===== src/rtl/uart_cfg_if.sv =====
`default_nettype none
// ============================================================================
//  Module   : uart_cfg_if
//  Brief    : Host-side byte handshake bundle for uart_cfg (TX and RX paths).
//  Revision : 1.0  initial release
// ============================================================================
interface uart_cfg_if #(
    parameter int DATA_BITS = 8
);
    logic                 tx_valid;
    logic                 tx_ready;
    logic [DATA_BITS-1:0] tx_data;
    logic                 rx_valid;
    logic                 rx_ready;
    logic [DATA_BITS-1:0] rx_data;
    logic                 rx_frame_err;
    logic                 rx_parity_err;
    logic                 rx_break;
    logic                 rx_overrun;

    modport master (
        output tx_valid, tx_data, rx_ready,
        input  tx_ready, rx_valid, rx_data,
        input  rx_frame_err, rx_parity_err, rx_break, rx_overrun
    );

    modport slave (
        input  tx_valid, tx_data, rx_ready,
        output tx_ready, rx_valid, rx_data,
        output rx_frame_err, rx_parity_err, rx_break, rx_overrun
    );
endinterface
`default_nettype wire


===== src/rtl/uart_cfg.sv =====
`default_nettype none
// ============================================================================
//  Module   : uart_cfg
//  Brief    : Runtime-configurable UART: programmable divisor, parity, stop
//             bits; 3-sample majority RX with per-byte status flags.
//  Revision : 1.0  initial release
// ============================================================================
module uart_cfg #(
    parameter int DATA_BITS  = 8,
    parameter int OVERSAMPLE = 16,
    parameter int DIV_W      = 16
) (
    input  wire             clk,
    input  wire             rst,
    input  wire [DIV_W-1:0] divisor,
    input  wire [1:0]       parity_mode,
    input  wire             stop2,
    input  wire             rx,
    output logic            tx,
    output logic            tx_busy,
    output logic            rx_busy,
    uart_cfg_if.slave       bus
);
    localparam int c_OS_W  = $clog2(OVERSAMPLE);
    localparam int c_IDX_W = $clog2(DATA_BITS);
    localparam logic [c_OS_W-1:0]  c_OS_LAST  = c_OS_W'(OVERSAMPLE - 1);
    localparam logic [c_OS_W-1:0]  c_SMP_A    = c_OS_W'(OVERSAMPLE / 2 - 2);
    localparam logic [c_OS_W-1:0]  c_SMP_B    = c_OS_W'(OVERSAMPLE / 2 - 1);
    localparam logic [c_OS_W-1:0]  c_SMP_C    = c_OS_W'(OVERSAMPLE / 2);
    localparam logic [c_IDX_W-1:0] c_IDX_LAST = c_IDX_W'(DATA_BITS - 1);

    typedef enum logic [2:0] {
        S_IDLE   = 3'd0,
        S_START  = 3'd1,
        S_DATA   = 3'd2,
        S_PARITY = 3'd3,
        S_STOP   = 3'd4,
        S_WAIT   = 3'd5
    } state_t;

    // ---------------------------------------------------------------- TX ----
    state_t               r_tx_state, w_tx_state_nxt;
    logic [DIV_W-1:0]     r_tx_cnt;
    logic [c_OS_W-1:0]    r_tx_os;
    logic [c_IDX_W-1:0]   r_tx_idx, w_tx_idx_nxt;
    logic [DATA_BITS-1:0] r_tx_data;
    logic                 r_tx_par, r_tx_par_en, r_tx_stop2, r_tx;
    logic                 w_tx_accept, w_tx_tick, w_tx_bit_end, w_tx_nxt;

    assign w_tx_accept  = (r_tx_state == S_IDLE) && bus.tx_valid;
    assign w_tx_tick    = (r_tx_state != S_IDLE) && (r_tx_cnt == '0);
    assign w_tx_bit_end = w_tx_tick && (r_tx_os == c_OS_LAST);

    always_ff @(posedge clk) begin
        if (rst) begin
            r_tx_cnt <= '0;
            r_tx_os  <= '0;
        end else if (w_tx_accept) begin
            r_tx_cnt <= divisor;
            r_tx_os  <= '0;
        end else if (w_tx_tick) begin
            r_tx_cnt <= divisor;
            r_tx_os  <= w_tx_bit_end ? '0 : r_tx_os + 1'b1;
        end else if (r_tx_state != S_IDLE) begin
            r_tx_cnt <= r_tx_cnt - 1'b1;
        end
    end

    always_comb begin
        w_tx_state_nxt = r_tx_state;
        w_tx_idx_nxt   = r_tx_idx;
        case (r_tx_state)
            S_IDLE:   if (bus.tx_valid) begin
                          w_tx_state_nxt = S_START;
                          w_tx_idx_nxt   = '0;
                      end
            S_START:  if (w_tx_bit_end) w_tx_state_nxt = S_DATA;
            S_DATA:   if (w_tx_bit_end) begin
                          if (r_tx_idx == c_IDX_LAST) begin
                              w_tx_idx_nxt   = '0;
                              w_tx_state_nxt = r_tx_par_en ? S_PARITY : S_STOP;
                          end else begin
                              w_tx_idx_nxt = r_tx_idx + 1'b1;
                          end
                      end
            S_PARITY: if (w_tx_bit_end) w_tx_state_nxt = S_STOP;
            S_STOP:   if (w_tx_bit_end) begin
                          // idx doubles as the stop-bit counter
                          if (r_tx_stop2 && (r_tx_idx == '0)) begin
                              w_tx_idx_nxt = 1'b1;
                          end else begin
                              w_tx_idx_nxt   = '0;
                              w_tx_state_nxt = S_IDLE;
                          end
                      end
            default:  w_tx_state_nxt = S_IDLE;
        endcase

        case (w_tx_state_nxt)
            S_START:  w_tx_nxt = 1'b0;
            S_DATA:   w_tx_nxt = r_tx_data[w_tx_idx_nxt];
            S_PARITY: w_tx_nxt = r_tx_par;
            default:  w_tx_nxt = 1'b1;
        endcase
    end

    always_ff @(posedge clk) begin
        if (rst) begin
            r_tx_state  <= S_IDLE;
            r_tx_idx    <= '0;
            r_tx        <= 1'b1;
            r_tx_data   <= '0;
            r_tx_par    <= 1'b0;
            r_tx_par_en <= 1'b0;
            r_tx_stop2  <= 1'b0;
        end else begin
            r_tx_state <= w_tx_state_nxt;
            r_tx_idx   <= w_tx_idx_nxt;
            r_tx       <= w_tx_nxt;
            if (w_tx_accept) begin
                r_tx_data   <= bus.tx_data;
                r_tx_par    <= (^bus.tx_data) ^ (parity_mode == 2'b01);
                r_tx_par_en <= (parity_mode == 2'b01) || (parity_mode == 2'b10);
                r_tx_stop2  <= stop2;
            end
        end
    end

    assign tx           = r_tx;
    assign tx_busy      = (r_tx_state != S_IDLE);
    assign bus.tx_ready = (r_tx_state == S_IDLE);

    // ---------------------------------------------------------------- RX ----
    state_t               r_rx_state, w_rx_state_nxt;
    logic                 r_rx_s1, r_rx_s2, r_rx_prev;
    logic [DIV_W-1:0]     r_rx_cnt;
    logic [c_OS_W-1:0]    r_rx_os;
    logic [c_IDX_W-1:0]   r_rx_idx;
    logic [DATA_BITS-1:0] r_rx_shift;
    logic [1:0]           r_rx_smp;
    logic                 r_rx_odd, r_rx_par_en, r_rx_any_one, r_rx_par_err;
    logic                 w_rx_start, w_rx_run, w_rx_tick, w_rx_bit_end;
    logic                 w_rx_smp, w_rx_mid, w_rx_maj_evt, w_rx_maj, w_rx_load;

    assign w_rx_start   = (r_rx_state == S_IDLE) && r_rx_prev && !r_rx_s2;
    assign w_rx_run     = (r_rx_state != S_IDLE) && (r_rx_state != S_WAIT);
    assign w_rx_tick    = w_rx_run && (r_rx_cnt == '0);
    assign w_rx_bit_end = w_rx_tick && (r_rx_os == c_OS_LAST);
    assign w_rx_smp     = w_rx_tick && ((r_rx_os == c_SMP_A) || (r_rx_os == c_SMP_B) ||
                                        (r_rx_os == c_SMP_C));
    assign w_rx_mid     = w_rx_tick && (r_rx_os == c_SMP_B);
    assign w_rx_maj_evt = w_rx_tick && (r_rx_os == c_SMP_C);
    assign w_rx_maj     = (r_rx_smp[1] & r_rx_smp[0]) | (r_rx_smp[1] & r_rx_s2) |
                          (r_rx_smp[0] & r_rx_s2);
    // The byte is handed over at the middle stop sample so that the next
    // start edge can be caught even with a fast transmitter.
    assign w_rx_load    = (r_rx_state == S_STOP) && w_rx_mid;

    always_comb begin
        w_rx_state_nxt = r_rx_state;
        case (r_rx_state)
            S_IDLE:   if (w_rx_start) w_rx_state_nxt = S_START;
            S_START:  if (w_rx_maj_evt && w_rx_maj) w_rx_state_nxt = S_IDLE;
                      else if (w_rx_bit_end)        w_rx_state_nxt = S_DATA;
            S_DATA:   if (w_rx_bit_end && (r_rx_idx == c_IDX_LAST))
                          w_rx_state_nxt = r_rx_par_en ? S_PARITY : S_STOP;
            S_PARITY: if (w_rx_bit_end) w_rx_state_nxt = S_STOP;
            S_STOP:   if (w_rx_mid) w_rx_state_nxt = r_rx_s2 ? S_IDLE : S_WAIT;
            S_WAIT:   if (r_rx_s2) w_rx_state_nxt = S_IDLE;
            default:  w_rx_state_nxt = S_IDLE;
        endcase
    end

    always_ff @(posedge clk) begin
        if (rst) begin
            r_rx_s1      <= 1'b1;
            r_rx_s2      <= 1'b1;
            r_rx_prev    <= 1'b1;
            r_rx_state   <= S_IDLE;
            r_rx_cnt     <= '0;
            r_rx_os      <= '0;
            r_rx_idx     <= '0;
            r_rx_shift   <= '0;
            r_rx_smp     <= '0;
            r_rx_odd     <= 1'b0;
            r_rx_par_en  <= 1'b0;
            r_rx_any_one <= 1'b0;
            r_rx_par_err <= 1'b0;
        end else begin
            r_rx_s1    <= rx;
            r_rx_s2    <= r_rx_s1;
            r_rx_prev  <= r_rx_s2;
            r_rx_state <= w_rx_state_nxt;

            if (w_rx_start) begin
                r_rx_cnt     <= divisor;
                r_rx_os      <= '0;
                r_rx_idx     <= '0;
                r_rx_any_one <= 1'b0;
                r_rx_par_err <= 1'b0;
                r_rx_odd     <= (parity_mode == 2'b01);
                r_rx_par_en  <= (parity_mode == 2'b01) || (parity_mode == 2'b10);
            end else if (w_rx_tick) begin
                r_rx_cnt <= divisor;
                r_rx_os  <= w_rx_bit_end ? '0 : r_rx_os + 1'b1;
            end else if (w_rx_run) begin
                r_rx_cnt <= r_rx_cnt - 1'b1;
            end

            if (w_rx_smp) r_rx_smp <= {r_rx_smp[0], r_rx_s2};

            if (w_rx_maj_evt && (r_rx_state == S_DATA)) begin
                r_rx_shift   <= {w_rx_maj, r_rx_shift[DATA_BITS-1:1]};
                r_rx_any_one <= r_rx_any_one | w_rx_maj;
            end
            if (w_rx_maj_evt && (r_rx_state == S_PARITY)) begin
                r_rx_par_err <= w_rx_maj ^ (^r_rx_shift) ^ r_rx_odd;
                r_rx_any_one <= r_rx_any_one | w_rx_maj;
            end
            if (w_rx_bit_end && (r_rx_state == S_DATA)) r_rx_idx <= r_rx_idx + 1'b1;
        end
    end

    // Holding register: a freshly completed frame always wins over the pop.
    always_ff @(posedge clk) begin
        if (rst) begin
            bus.rx_valid      <= 1'b0;
            bus.rx_data       <= '0;
            bus.rx_frame_err  <= 1'b0;
            bus.rx_parity_err <= 1'b0;
            bus.rx_break      <= 1'b0;
            bus.rx_overrun    <= 1'b0;
        end else if (w_rx_load) begin
            bus.rx_valid      <= 1'b1;
            bus.rx_data       <= r_rx_shift;
            bus.rx_frame_err  <= !r_rx_s2;
            bus.rx_parity_err <= r_rx_par_err;
            bus.rx_break      <= !r_rx_s2 && !r_rx_any_one;
            bus.rx_overrun    <= bus.rx_valid && !bus.rx_ready;
        end else if (bus.rx_valid && bus.rx_ready) begin
            bus.rx_valid      <= 1'b0;
            bus.rx_frame_err  <= 1'b0;
            bus.rx_parity_err <= 1'b0;
            bus.rx_break      <= 1'b0;
            bus.rx_overrun    <= 1'b0;
        end
    end

    assign rx_busy = (r_rx_state != S_IDLE);
endmodule
`default_nettype wire


===== src/flat_wrapper.sv =====
// flat-port wrapper written by rule: the top's interface ports become plain ports
module uart_cfg_flat 
#(
    parameter int DATA_BITS  = 8,
    parameter int OVERSAMPLE = 16,
    parameter int DIV_W      = 16
)
  (clk, rst, divisor, parity_mode, stop2, rx, tx, tx_busy, rx_busy, bus_tx_valid, bus_tx_data, bus_rx_ready, bus_tx_ready, bus_rx_valid, bus_rx_data, bus_rx_frame_err, bus_rx_parity_err, bus_rx_break, bus_rx_overrun);
  uart_cfg_if #(.DATA_BITS(DATA_BITS)) bus_i ();
  input  wire clk;
  input  wire rst;
  input  wire [DIV_W-1:0] divisor;
  input  wire [1:0] parity_mode;
  input  wire stop2;
  input  wire rx;
  output logic tx;
  output logic tx_busy;
  output logic rx_busy;
  input wire logic [$bits(bus_i.tx_valid)-1:0] bus_tx_valid;
  input wire logic [$bits(bus_i.tx_data)-1:0] bus_tx_data;
  input wire logic [$bits(bus_i.rx_ready)-1:0] bus_rx_ready;
  output wire logic [$bits(bus_i.tx_ready)-1:0] bus_tx_ready;
  output wire logic [$bits(bus_i.rx_valid)-1:0] bus_rx_valid;
  output wire logic [$bits(bus_i.rx_data)-1:0] bus_rx_data;
  output wire logic [$bits(bus_i.rx_frame_err)-1:0] bus_rx_frame_err;
  output wire logic [$bits(bus_i.rx_parity_err)-1:0] bus_rx_parity_err;
  output wire logic [$bits(bus_i.rx_break)-1:0] bus_rx_break;
  output wire logic [$bits(bus_i.rx_overrun)-1:0] bus_rx_overrun;
  assign bus_i.tx_valid = bus_tx_valid;
  assign bus_i.tx_data = bus_tx_data;
  assign bus_i.rx_ready = bus_rx_ready;
  assign bus_tx_ready = bus_i.tx_ready;
  assign bus_rx_valid = bus_i.rx_valid;
  assign bus_rx_data = bus_i.rx_data;
  assign bus_rx_frame_err = bus_i.rx_frame_err;
  assign bus_rx_parity_err = bus_i.rx_parity_err;
  assign bus_rx_break = bus_i.rx_break;
  assign bus_rx_overrun = bus_i.rx_overrun;
  uart_cfg #(.DATA_BITS(DATA_BITS), .OVERSAMPLE(OVERSAMPLE), .DIV_W(DIV_W)) u_core (.clk(clk), .rst(rst), .divisor(divisor), .parity_mode(parity_mode), .stop2(stop2), .rx(rx), .tx(tx), .tx_busy(tx_busy), .rx_busy(rx_busy), .bus(bus_i));
endmodule

===== config.mk =====
export PLATFORM = sky130hd
export DESIGN_NAME = uart_cfg_flat
export DESIGN_NICKNAME = d
export VERILOG_FILES = /design/src/rtl/uart_cfg_if.sv /design/src/rtl/uart_cfg.sv /design/src/flat_wrapper.sv
export SDC_FILE = /design/constraint.sdc
export NUM_CORES = 1
export LEC_CHECK = 0
export CAP_MARGIN = 20
export CORE_ASPECT_RATIO = 0.75
export CORE_MARGIN = 1
export CORE_UTILIZATION = 58
export CTS_CLUSTER_SIZE = 10
export DETAILED_ROUTE_END_ITERATION = 8
export GPL_ROUTABILITY_DRIVEN = 1
export HOLD_SLACK_MARGIN = 0.12
export PLACE_DENSITY = 0.89
export SYNTH_ARGS = -nofsm -noshare
export SYNTH_HDL_FRONTEND = slang
export SYNTH_SLANG_ARGS = --single-unit

===== constraint.sdc =====
create_clock -name clk -period 3.9 [get_ports clk]
set_clock_uncertainty 0.2 [all_clocks]
set_input_delay 0.39 -clock clk [delete_from_list [all_inputs] [get_ports clk]]
set_output_delay 0.39 -clock clk [all_outputs]
set_load 0.005 [all_outputs]

Word-level counts from Yosys, hierarchy flattened
Index checks and enable logic that the tools add are counted.

word-level totals
  register bits after elaboration = 94
  bits in latches = 0
  memory bits (writable) = 0
  bits in read-only memories = 0
  bits of input ports = 32
  output and inout bits = 17
  word-level logic and storage cells = 165
  memories = 0

operators by class
  add/subtract/negate cells = 6
  multipliers = 0
  div/mod/pow operators = 0
  $lt $le $gt $ge = 1
  eq/ne operators = 28
  shifts and indexed selects = 0
  muxes and demuxes = 48
  bitwise gates (word level) = 9
  reductions and logical operators = 45

operators with widths
  cell                                                         number
  2-to-1 mux 16 bit                                            6
  2-to-1 mux 3 bit                                             23
  zero test 16 bit                                             2
  subtractor 16 x 1 -> 16 bit (second input constant)          2
  logical AND 1 bit                                            21
  equality test 3 x 2 -> 1 bit (second input constant)         6
  case mux 3 bit (6 select lines)                              1
  XOR reduction 8 bit                                          2
  equality test 3 bit (second input constant)                  5
  case mux 3 bit (5 select lines)                              1
  nonzero test 3 bit                                           5
  equality test 4 bit (second input constant)                  3
  2-to-1 mux 1 bit                                             12
  inequality test 2 x 1 -> 1 bit (second input constant)       5
  equality test 3 x 1 -> 1 bit (second input constant)         3
  zero test 3 bit                                              3
  case mux 3 bit (3 select lines)                              1
  adder 4 x 1 -> 4 bit (second input constant)                 2
  equality test 4 x 3 -> 1 bit (second input constant)         2
  2-to-1 mux 4 bit                                             2
  adder 3 x 1 -> 3 bit (second input constant)                 2
  AND reduction 6 bit                                          1
  nonzero test 2 bit                                           3
  less-than comparator 3 x 4 -> 1 bit (second input constant)  1
  12 further kinds                                             23

Depth between registers and ports, before layout
Gate-level depths: netlist (run 1).

  depth after elaboration = 8
  depth in mapped cells = 11
  mapped depth without buffers = 9

Worst setup path before layout (run 1)
No wires, ideal clock.

  kind = register -> register
  from = reg u_core.r_rx_cnt[0]
  to = reg u_core.bus.rx_overrun
  setup time = 0.116 ns
  data arrival time = 2.399 ns
  data required time = 3.584 ns
  slack = 1.185 ns
  cell stages (with the launch flop) = 12
  path buffers = 2
  period minus slack after synthesis = 2.715 ns
  path through = dfxtp_1 inv_1 ha_1 or4b_4 nor2_8 and4_1 buf_6 nand4_4 or3_4 clkbuf_1 o21ai_0 nor2_1

between the ends
  word-level cells in the longest chain between the ends = 5
  elaborated cells on any way between the ends = 6
  classes of those cells = mux: 1; reduce/logical: 5

ends and longest elaborated chain
  item                                                           line               RTL
  start: declaration                                             uart_cfg.sv:136    logic [DIV_W-1:0] r_rx_cnt;
  start signal: assignment                                       uart_cfg.sv:196    r_rx_cnt <= divisor;
  start signal: assignment                                       uart_cfg.sv:204    r_rx_cnt <= divisor;
  start signal: assignment                                       uart_cfg.sv:207    r_rx_cnt <= r_rx_cnt - 1'b1;
  zero test 16 bit (*)                                           uart_cfg.sv:147    assign w_rx_tick = w_rx_run && (r_rx_cnt == '0);
  logical AND 1 bit (*)                                          uart_cfg.sv:147
  logical AND 1 bit (*)                                          uart_cfg.sv:151    assign w_rx_mid = w_rx_tick && (r_rx_os == c_SMP_B);
  logical AND 1 bit (*)                                          uart_cfg.sv:157    assign w_rx_load = (r_rx_state == S_STOP) && w_rx_mid;
  2-to-1 mux 1 bit / nonzero test 2 bit (equally long branches)  --
  end signal: assignment                                         uart_cfg.sv:239    bus.rx_overrun <= bus.rx_valid && !bus.rx_ready;
  end: declaration                                               uart_cfg_if.sv:30  output rx_frame_err, rx_parity_err, rx_break, rx_overrun

Every way passes the cells marked *; elsewhere a longest branch is shown, timed or not.
A chain may end at the register's enable or synchronous reset.

Final worst setup path (run 1)
  from = reg u_core.r_rx_cnt[0]
  to = reg u_core.bus.rx_break

between the ends
  word-level cells in the longest chain between the ends = 5
  elaborated cells on any way between the ends = 6
  classes of those cells = mux: 1; reduce/logical: 5

ends and longest elaborated chain
  item                                                           line               RTL
  zero test 16 bit (*)                                           uart_cfg.sv:147
  logical AND 1 bit (*)                                          uart_cfg.sv:147
  logical AND 1 bit (*)                                          uart_cfg.sv:151
  logical AND 1 bit (*)                                          uart_cfg.sv:157
  2-to-1 mux 1 bit / nonzero test 2 bit (equally long branches)  --
  end signal: assignment                                         uart_cfg.sv:238    bus.rx_break <= !r_rx_s2 && !r_rx_any_one;
  end: declaration                                               uart_cfg_if.sv:30

Marked as above.

==> summary.log, run 1 <==
qor: clock_tree.clock_tree.htree_level_count 3
qor: synthesis.postSynthRegisterBits 94
qor: grt.first_global_vias 4479
qor: floorplan.fp-row-count 29
qor: grt.grt_util_all_layers 27.8%
qor: clock_tree.cts_buffers 9
qor: timing.finalSetupTns 0 ns
qor: critical_path.critPathRequiredTime 3.98 ns
qor: layout.syn2layout_area_growth 15.8%
qor: layout.layout.nets 737
qor: critical_path.critPathMaxFanout 14
qor: pwr.irDropWorstVdd 0.340 mV
qor: synthesis.yosysMostFrequentCell sky130_fd_sc_hd__dfxtp_1
qor: floorplan.start_util 60.3%
qor: routing.number_of_design_rule_violations_left_by_the_first_detailed_router_iteration 432
qor: timing.timing.final.max_slew_violations 0
qor: floorplan.die_area 9250 um2
qor: synthesis.synth_enable_flop_cells 0
qor: critical_path.worstReg2RegEnd u_core.bus.rx_break$_SDFFE_PP0P_
qor: critical_path.worst_ep_arrival_time 3.16 ns
qor: synthesis.synth.top_cells.by_area sky130_fd_sc_hd__dfxtp_1, sky130_fd_sc_hd__a21oi_1, sky130_fd_sc_hd__nand2_1, sky130_fd_sc_hd__nor2_1, sky130_fd_sc_hd__o21ai_0
qor: critical_path.crit_path_start_kind flop
qor: placement.detailed_place_hpwl 8.86 mm
qor: clock_tree.cts_tree built
qor: critical_path.ff2ff_path_depth 9
qor: clock_tree.cts_hold_buffers 0
qor: layout.drive_gt1_share 5.74%
qor: synthesis.syn_nets 712
qor: synthesis.post_synth_instance_area 5140 um2
qor: critical_path.critPathKind flop to flop
qor: synthesis.synth_flop_cell sky130_fd_sc_hd__dfxtp_1
qor: synthesis.synth_cell_types 58
qor: clock_tree.clock_sinks 94
qor: synthesis.synth-warning-count 0
qor: critical_path.reg2reg_setup_slack 0.82 ns
qor: synthesis.syn-instance-count 667
qor: layout.antenna-diode-count 0
qor: critical_path.critPathSlowestCell sky130_fd_sc_hd__or4b_4
qor: floorplan.design.portCount 49
qor: grt.grt_first_pass_wirelength 21.2 mm
qor: routing.wl_per_cell 15.5 um
qor: routing.route.detailed.drc 0
qor: flow_run.cap_viol_max_count 0
qor: floorplan.core 8530 um2
qor: worst_hold_path.hold_path_class flop to flop
qor: critical_path.critical_path.reg2reg.startpoint u_core.r_rx_cnt[0]$_SDFFE_PP0P_
qor: routing.drtPass1Iterations 5
qor: worst_hold_path.worstHoldPathCells 1
qor: worst_hold_path.hold_path_end u_core.r_rx_s2$_SDFF_PP1_
qor: grt.grt_overflow_total 0
qor: critical_path.cp_num_buf_inv 1
qor: routing.avgViaCountPerCell 6.08
qor: routing.antenna_violating_nets_post_route 0
qor: layout.fill_cells 630
qor: synthesis.synth_area_per_cell 7.71 um2
qor: timing.maximum_achievable_frequency 325 MHz
qor: pwr.power_density 561 nW/um2
qor: clock_tree.cts.path.max_buffers 2
qor: critical_path.path_depth 9
qor: clock_tree.postCtsSetupBuffers 0
qor: synthesis.synth_top_cell_area_share 36.6%
qor: timing.final_hold_viol_count 0
qor: timing.timing.max_slew.rel_slack 41.3%
qor: clock_tree.cts-resized-gates 0
qor: critical_path.critical-path-top-delay-family simple AND/OR/NAND/NOR gates
qor: grt.grt_start_max_net_pins 45
qor: placement.port_buffers 48
qor: routing.wirelength 12.5 mm
qor: floorplan.die_height 83.5 um
qor: critical_path.crit_path_end_kind flop
qor: synthesis.synth_largest_area_cell sky130_fd_sc_hd__dfxtp_1
qor: routing.via_count 4895
qor: timing.worstMarginPinSlew 0.873 ns
qor: clock_tree.clock_insertion_delay_worst_skew 0.35 ns
qor: synthesis.yosysSeqAreaShare 36.6%
qor: critical_path.worst_setup_path_startpoint u_core.r_rx_cnt[0]$_SDFFE_PP0P_
qor: worst_hold_path.hold_path.startpoint u_core.r_rx_s1$_SDFF_PP1_
qor: synthesis.ys_top_cells_by_count sky130_fd_sc_hd__dfxtp_1, sky130_fd_sc_hd__nand2_1, sky130_fd_sc_hd__nor2_1
qor: pwr.fin_total_pwr 3.34 mW
qor: grt.grt_antenna_before_repair 0
qor: floorplan.chipWidth 111 um
qor: status.status complete, no violations
qor: synthesis.synth_async_sr_flop_share 0%
qor: pwr.static-leakage-power 2.11 nW
qor: timing.period_needed 3.08 ns
qor: timing.setup-violations-final 0
qor: placement.routabilityCongestion 0.912
qor: critical_path.critical_path.cell_chain inv_1 > ha_1 > or4b_4 > nor2_8 > and4_1 > nand4_4 > or3_4 > or3_1 > a21oi_1
qor: timing.final.period_utilization 79.0%
qor: clock_tree.root_buffer sky130_fd_sc_hd__clkbuf_16
qor: timing.setup_repair_after_global_routing_missed_its_margin no
qor: clock_tree.clock_pin_transition_on_the_worst_setup_and_hold_timing_paths 0.06 ns
qor: critical_path.critical_path.max_stage_delay 0.54 ns
-- logic make-up (layout without fill, tap and decap cells) --
family	Yosys count	count (layout)	share of synthesized area, %
AND/OR/NAND/NOR	281	281	27.5
XOR/XNOR	21	21	3.58
AO/OA/AOI/OAI	180	180	21.0
buffers and inverters	60	90	4.62
adder cells (fa/ha/maj)	14	14	3.36
multiplexers	17	17	3.38
flip-flops	94	94	36.6
-- worst max path at each step --
| stage | to | slack [ns] |
|---|---|---|
| 5_1_grt | u_core.tx$_SDFF_PP1_ | 0.45 |
| 3_3_place_gp | u_core.bus.rx_break$_SDFFE_PP0P_ | 0.96 |
| 3_5_place_dp | u_core.r_tx_cnt[8]$_SDFFE_PP0P_ | 0.76 |
| 2_1_floorplan | u_core.bus.rx_overrun$_SDFFE_PP0P_ | 1.18 |
| 6_report | u_core.bus.rx_break$_SDFFE_PP0P_ | 0.82 |
| 4_1_cts | u_core.r_tx_cnt[8]$_SDFFE_PP0P_ | 0.73 |
-- sequential cells by signal, indices dropped and copies added, names as in the netlist, 4 cells and up --
register,flops
u_core.r_rx_cnt,16
u_core.r_tx_cnt,16
u_core.bus.rx_data,8
u_core.r_rx_shift,8
u_core.r_tx_data,8
u_core.r_rx_os,4
u_core.r_tx_os,4
-- metal layers --
| layer | GRT usage (%) | wire (um) | part of all wire (%) | vias up |
|---|---|---|---|---|
| li1 | - | - | - | 2437 |
| met1 | 37.0 | 5670 | 45 | 2275 |
| met2 | 45.2 | 5830 | 47 | 163 |
| met3 | 6.25 | 793 | 6.4 | 20 |
| met4 | 8.61 | 192 | 1.5 | 0 |
| met5 | 0 | 0 | 0 | - |
-- report_power, final --
group / switching [mW] / internal (mW)
Sequential: 0.141 / 1.07
Clock: 0.368 / 0.578
Combinational: 0.696 / 0.484
Total: 1.21 / 2.14
-- stage by stage --
step	hold WS (ns)	instances	instance area (um2)	setup slack [ns]	util (%)
global route	0.226	805	5960	0.451	69.8
CTS	0.219	804	5950	0.726	69.8
finish	0.215	805	5960	0.820	69.8
global placement	0.194	788	5630	0.956	66.0
floorplan	0.189	667	5140	1.18	-
detailed placement	0.204	788	5630	0.757	66.0
-- layout by cell type, fill, tap and decap left out, drive strengths merged, types with 12 or more instances in the layout --
cell / netlist / routed
ha: 13 / 13
nand3: 24 / 24
mux2i: 14 / 14
a211oi: 16 / 16
nor3: 25 / 25
inv: 20 / 20
nand2: 81 / 81
clkdlybuf4s50: 0 / 47
nor2: 73 / 73
dfxtp: 94 / 94
xnor2: 13 / 13
clkbuf: 35 / 12
a21oi: 71 / 71
or3: 12 / 12
o21ai: 47 / 47
-- layout make-up --
| class | count | area [um2] | area share [%] |
|---|---|---|---|
| Timing Repair Buffer | 54 | 520 | 8.74 |
| Clock inverter | 4 | 70.1 | 1.18 |
| Multi-Input combinational cell | 513 | 3030 | 50.8 |
| Sequential cell | 94 | 1880 | 31.6 |
| Clock buffer | 12 | 246 | 4.14 |
| Tap cell | 108 | 135 | 2.27 |
| Inverter | 20 | 75.1 | 1.26 |
Note: power is estimated with default switching activity, not from simulation.
==> run 2: changes to the inputs <==
- CORE_UTILIZATION: 58 -> 52
- PLACE_DENSITY: 0.89 -> 0.84
- clock period: 3.9 -> 2.6 ns (I/O delays scaled with it)
==> summary.log, run 2 (same netlist as run 1, synthesis figures left out) <==
qor: layout.regArea 1890 um2 [+0.47%]
qor: placement.dp_worst_setup_slack -0.0945 ns [-0.852 ns]
qor: pwr.clock_power_share 23.2% [-5.1 points]
qor: layout.layout_top_registers u_core.r_rx_cnt (16), u_core.r_tx_cnt (16)
qor: critical_path.critPathSlowestCell sky130_fd_sc_hd__or4b_4
qor: placement.port_buffers 48 [unchanged]
qor: critical_path.cp_num_buf_inv 1 [unchanged]
qor: grt.grt_antenna_before_repair 0 [unchanged]
qor: layout.antenna-diode-count 0 [unchanged]
qor: placement.routabilityCongestion 0.879 [-3.6%]
qor: routing.number_of_design_rule_violations_left_by_the_first_detailed_router_iteration 699 [+62%]
qor: floorplan.die_height 88.1 um [+5.5%]
qor: grt.grt_start_max_net_pins 48 [+6.7%]
qor: timing.maximum_achievable_frequency 370 MHz [+14%]
qor: floorplan.start_util 53.4% [-6.8 points]
qor: critical_path.critPathMaxFanout 5 [-9]
qor: layout.mostFrequentLayoutCells sky130_fd_sc_hd__dfxtp_1, sky130_fd_sc_hd__nand2_1, sky130_fd_sc_hd__nor2_1, sky130_fd_sc_hd__a21oi_1, sky130_fd_sc_hd__buf_4
qor: layout.stdcell_area 6930 um2 [+16%]
qor: routing.avgViaCountPerCell 6.27 [+3.0%]
qor: pwr.fraction_of_power_spent_switching_nets 38.1% [+2.1 points]
qor: routing.antenna_violating_nets_post_route 0 [unchanged]
qor: timing.post-route-worst-setup-slack -0.100 ns [-0.920 ns]
qor: worst_hold_path.worstHoldPathCells 1 [unchanged]
qor: floorplan.chipWidth 117 um [+5.5%]
qor: timing.final_hold_viol_count 0 [unchanged]
qor: critical_path.ff2ff_path_depth 8 [-1]
qor: timing.period_needed 2.70 ns [-0.380 ns]
qor: critical_path.crit_path_end_kind flop
qor: critical_path.crit_path_start_kind flop
qor: status.status finished with violations
qor: layout.fin_util 72.0% [+2.2 points]
qor: pwr.irDropWorstVdd 0.474 mV [+39%]
qor: clock_tree.cts_buffers 9 [unchanged]
qor: pwr.sequentialPowerShare 30.3% [-6.1 points]
qor: layout.syn2layout_area_growth 34.8%
qor: timing.setup-violations-final 17 [+17]
qor: layout.fill_cells 675 [+7.1%]
qor: floorplan.core 9620 um2 [+13%]
qor: floorplan.die_area 10300 um2 [+11%]
qor: pwr.p_int 3.65 mW [+71%]
qor: pwr.power_density 852 nW/um2 [+52%]
qor: timing.setup_repair_after_global_routing_missed_its_margin yes
qor: pwr.share_comb_of_total_power 46.4% [+11 points]
qor: timing.finalSetupTns -0.674 ns [-0.674 ns]
qor: critical_path.critical_path.max_stage_delay 0.51 ns [-0.03 ns]
qor: grt.grt_first_pass_wirelength 22.2 mm [+4.6%]
qor: placement.detailed_place_hpwl 9.47 mm [+6.8%]
qor: critical_path.reg2reg_setup_slack -0.10 ns [-0.92 ns]
qor: floorplan.fp-row-count 31 [+6.9%]
qor: pwr.static-leakage-power 2.54 nW [+21%]
qor: layout.drive_gt1_share 21.8% [+16 points]
qor: clock_tree.clock_tree.htree_level_count 3 [unchanged]
qor: timing.timing.max_slew.rel_slack 43.9% [+2.6 points]
qor: worst_hold_path.hold_path.startpoint u_core.r_rx_s1$_SDFF_PP1_
qor: clock_tree.clock_insertion_delay_worst_skew 0.35 ns [about the same]
qor: worst_hold_path.hold_path_class flop to flop
qor: timing.timing.final.max_slew_violations 0 [unchanged]
qor: critical_path.critical-path-top-delay-family simple AND/OR/NAND/NOR gates
qor: worst_hold_path.hold_path_end u_core.r_rx_s2$_SDFF_PP1_
qor: timing.worstMarginPinSlew 0.842 ns [-0.0316 ns]
qor: pwr.power_switching 2.25 mW [+87%]
qor: grt.grt_util_all_layers 27.5% [-0.31 points]
qor: critical_path.critical_path.reg2reg.startpoint u_core.r_rx_cnt[0]$_SDFFE_PP0P_
qor: grt.first_global_vias 4814 [+7.5%]
qor: floorplan.design.portCount 49 [unchanged]
qor: routing.via_count 5626 [+15%]
qor: critical_path.worstReg2RegEnd u_core.r_rx_state[1]$_SDFFE_PP0P_
qor: status.failed_checks setup timing
qor: routing.route.detailed.drc 0 [unchanged]
qor: pwr.fin_total_pwr 5.91 mW [+77%]
qor: placement.dpl-instance-area 6070 um2 [+7.8%]
qor: routing.wl_per_cell 17.9 um [+15%]
qor: clock_tree.root_buffer sky130_fd_sc_hd__clkbuf_16
qor: clock_tree.clock_sinks 94 [unchanged]
qor: clock_tree.cts_hold_buffers 0 [unchanged]
qor: layout.final_common_cell sky130_fd_sc_hd__dfxtp_1
qor: routing.drtPass1Iterations 5 [unchanged]
qor: clock_tree.cts.path.max_buffers 2 [unchanged]
qor: routing.wirelength 16.1 mm [+29%]
qor: flow_run.cap_viol_max_count 0 [unchanged]
qor: clock_tree.clock_pin_transition_on_the_worst_setup_and_hold_timing_paths 0.07 ns [about the same]
qor: timing.final.period_utilization 104% [+25 points]
qor: critical_path.critPathKind flop to flop
qor: layout.layout.nets 806 [+9.4%]
qor: critical_path.critPathRequiredTime 2.65 ns [-1.33 ns]
qor: clock_tree.cts_tree built
qor: critical_path.critical_path.cell_chain inv_2 > ha_4 > or4b_4 > nor2_8 > and4_4 > nand4_1 > or3_1 > a211oi_1
qor: layout.multi_input_area 3320 um2 [+9.8%]
qor: critical_path.worst_ep_arrival_time 2.75 ns [-0.41 ns]
qor: grt.grt_overflow_total 0 [unchanged]
## run 2: cell types whose count changed in the layout (fill, tap and decap cells not counted), sizes merged
cell / change
bufinv: -1
buf: +66
inv: +3
clkinvlp: +1
## run 2: layer usage
layer / GRT usage [%] / vias up / routed length (um)
li1: - / 2569 / -
met1: 35.8 / 2648 / 6510
met2: 45.7 / 344 / 7670
met3: 5.47 / 65 / 1340
met4: 9.44 / 0 / 540
met5: 0 / - / 0
## run 2: per-stage QoR
stage                     hold WS, ns  instances
after floorplan                 0.164        667
after global placement          0.204        858
after detailed placement        0.193        858
after CTS                       0.231        878
after global routing            0.246        898
final                           0.229        898
## run 2: worst register-to-register path: stages, from the launching register on
cell,delay [ns]
sky130_fd_sc_hd__dfxtp_2,0.33
sky130_fd_sc_hd__inv_2,0.06
sky130_fd_sc_hd__ha_4,0.12
sky130_fd_sc_hd__or4b_4,0.51
sky130_fd_sc_hd__nor2_8,0.12
sky130_fd_sc_hd__and4_4,0.28
sky130_fd_sc_hd__nand4_1,0.27
sky130_fd_sc_hd__or3_1,0.45
sky130_fd_sc_hd__a211oi_1,0.28
## run 2: power groups by stage
stage / combinational (mW) / clock, mW / sequential (mW)
2_1_floorplan: 1.43 / 0 / 1.77
3_3_place_gp: 2.07 / 0 / 1.77
3_5_place_dp: 2.15 / 0 / 1.79
4_1_cts: 2.23 / 1.37 / 1.76
5_1_grt: 2.93 / 1.43 / 1.80
6_report: 2.74 / 1.37 / 1.79
## run 2: worst max-delay path by stage
stage                                    start                           endpoint  slack [ns]  cells after the start
2_1_floorplan  u_core.r_rx_cnt[0]$_SDFFE_PP0P_   u_core.bus.rx_break$_SDFFE_PP0P_       -0.03                     10
3_3_place_gp   u_core.r_tx_cnt[0]$_SDFFE_PP0P_               u_core.tx$_SDFF_PP1_       -0.02                     10
3_5_place_dp   u_core.r_tx_cnt[0]$_SDFFE_PP0P_               u_core.tx$_SDFF_PP1_       -0.09                     10
4_1_cts        u_core.r_rx_cnt[0]$_SDFFE_PP0P_   u_core.bus.rx_break$_SDFFE_PP0P_        0.01                      9
5_1_grt          u_core.r_tx_idx[1]$_SDFF_PP0_               u_core.tx$_SDFF_PP1_       -0.21                     10
6_report       u_core.r_rx_cnt[0]$_SDFFE_PP0P_  u_core.r_rx_state[1]$_SDFFE_PP0P_       -0.10                      8
## run 2: layout make-up
cell class / count / share of cell area (%)
multi-input cells: 513 / 47.9
inverters: 20 / 1.12
clock inverters: 7 / 1.16
flip-flops and latches: 94 / 27.3
repair buffers: 123 / 16.9
well taps: 132 / 2.38
clock buffers: 9 / 3.25
## run 2: repair_timing
item,CTS,global route
buffers inserted,4,14
setup endpoints to repair,23,57
gates resized for setup,6,81
gates cloned,0,6
pin swaps,0,34
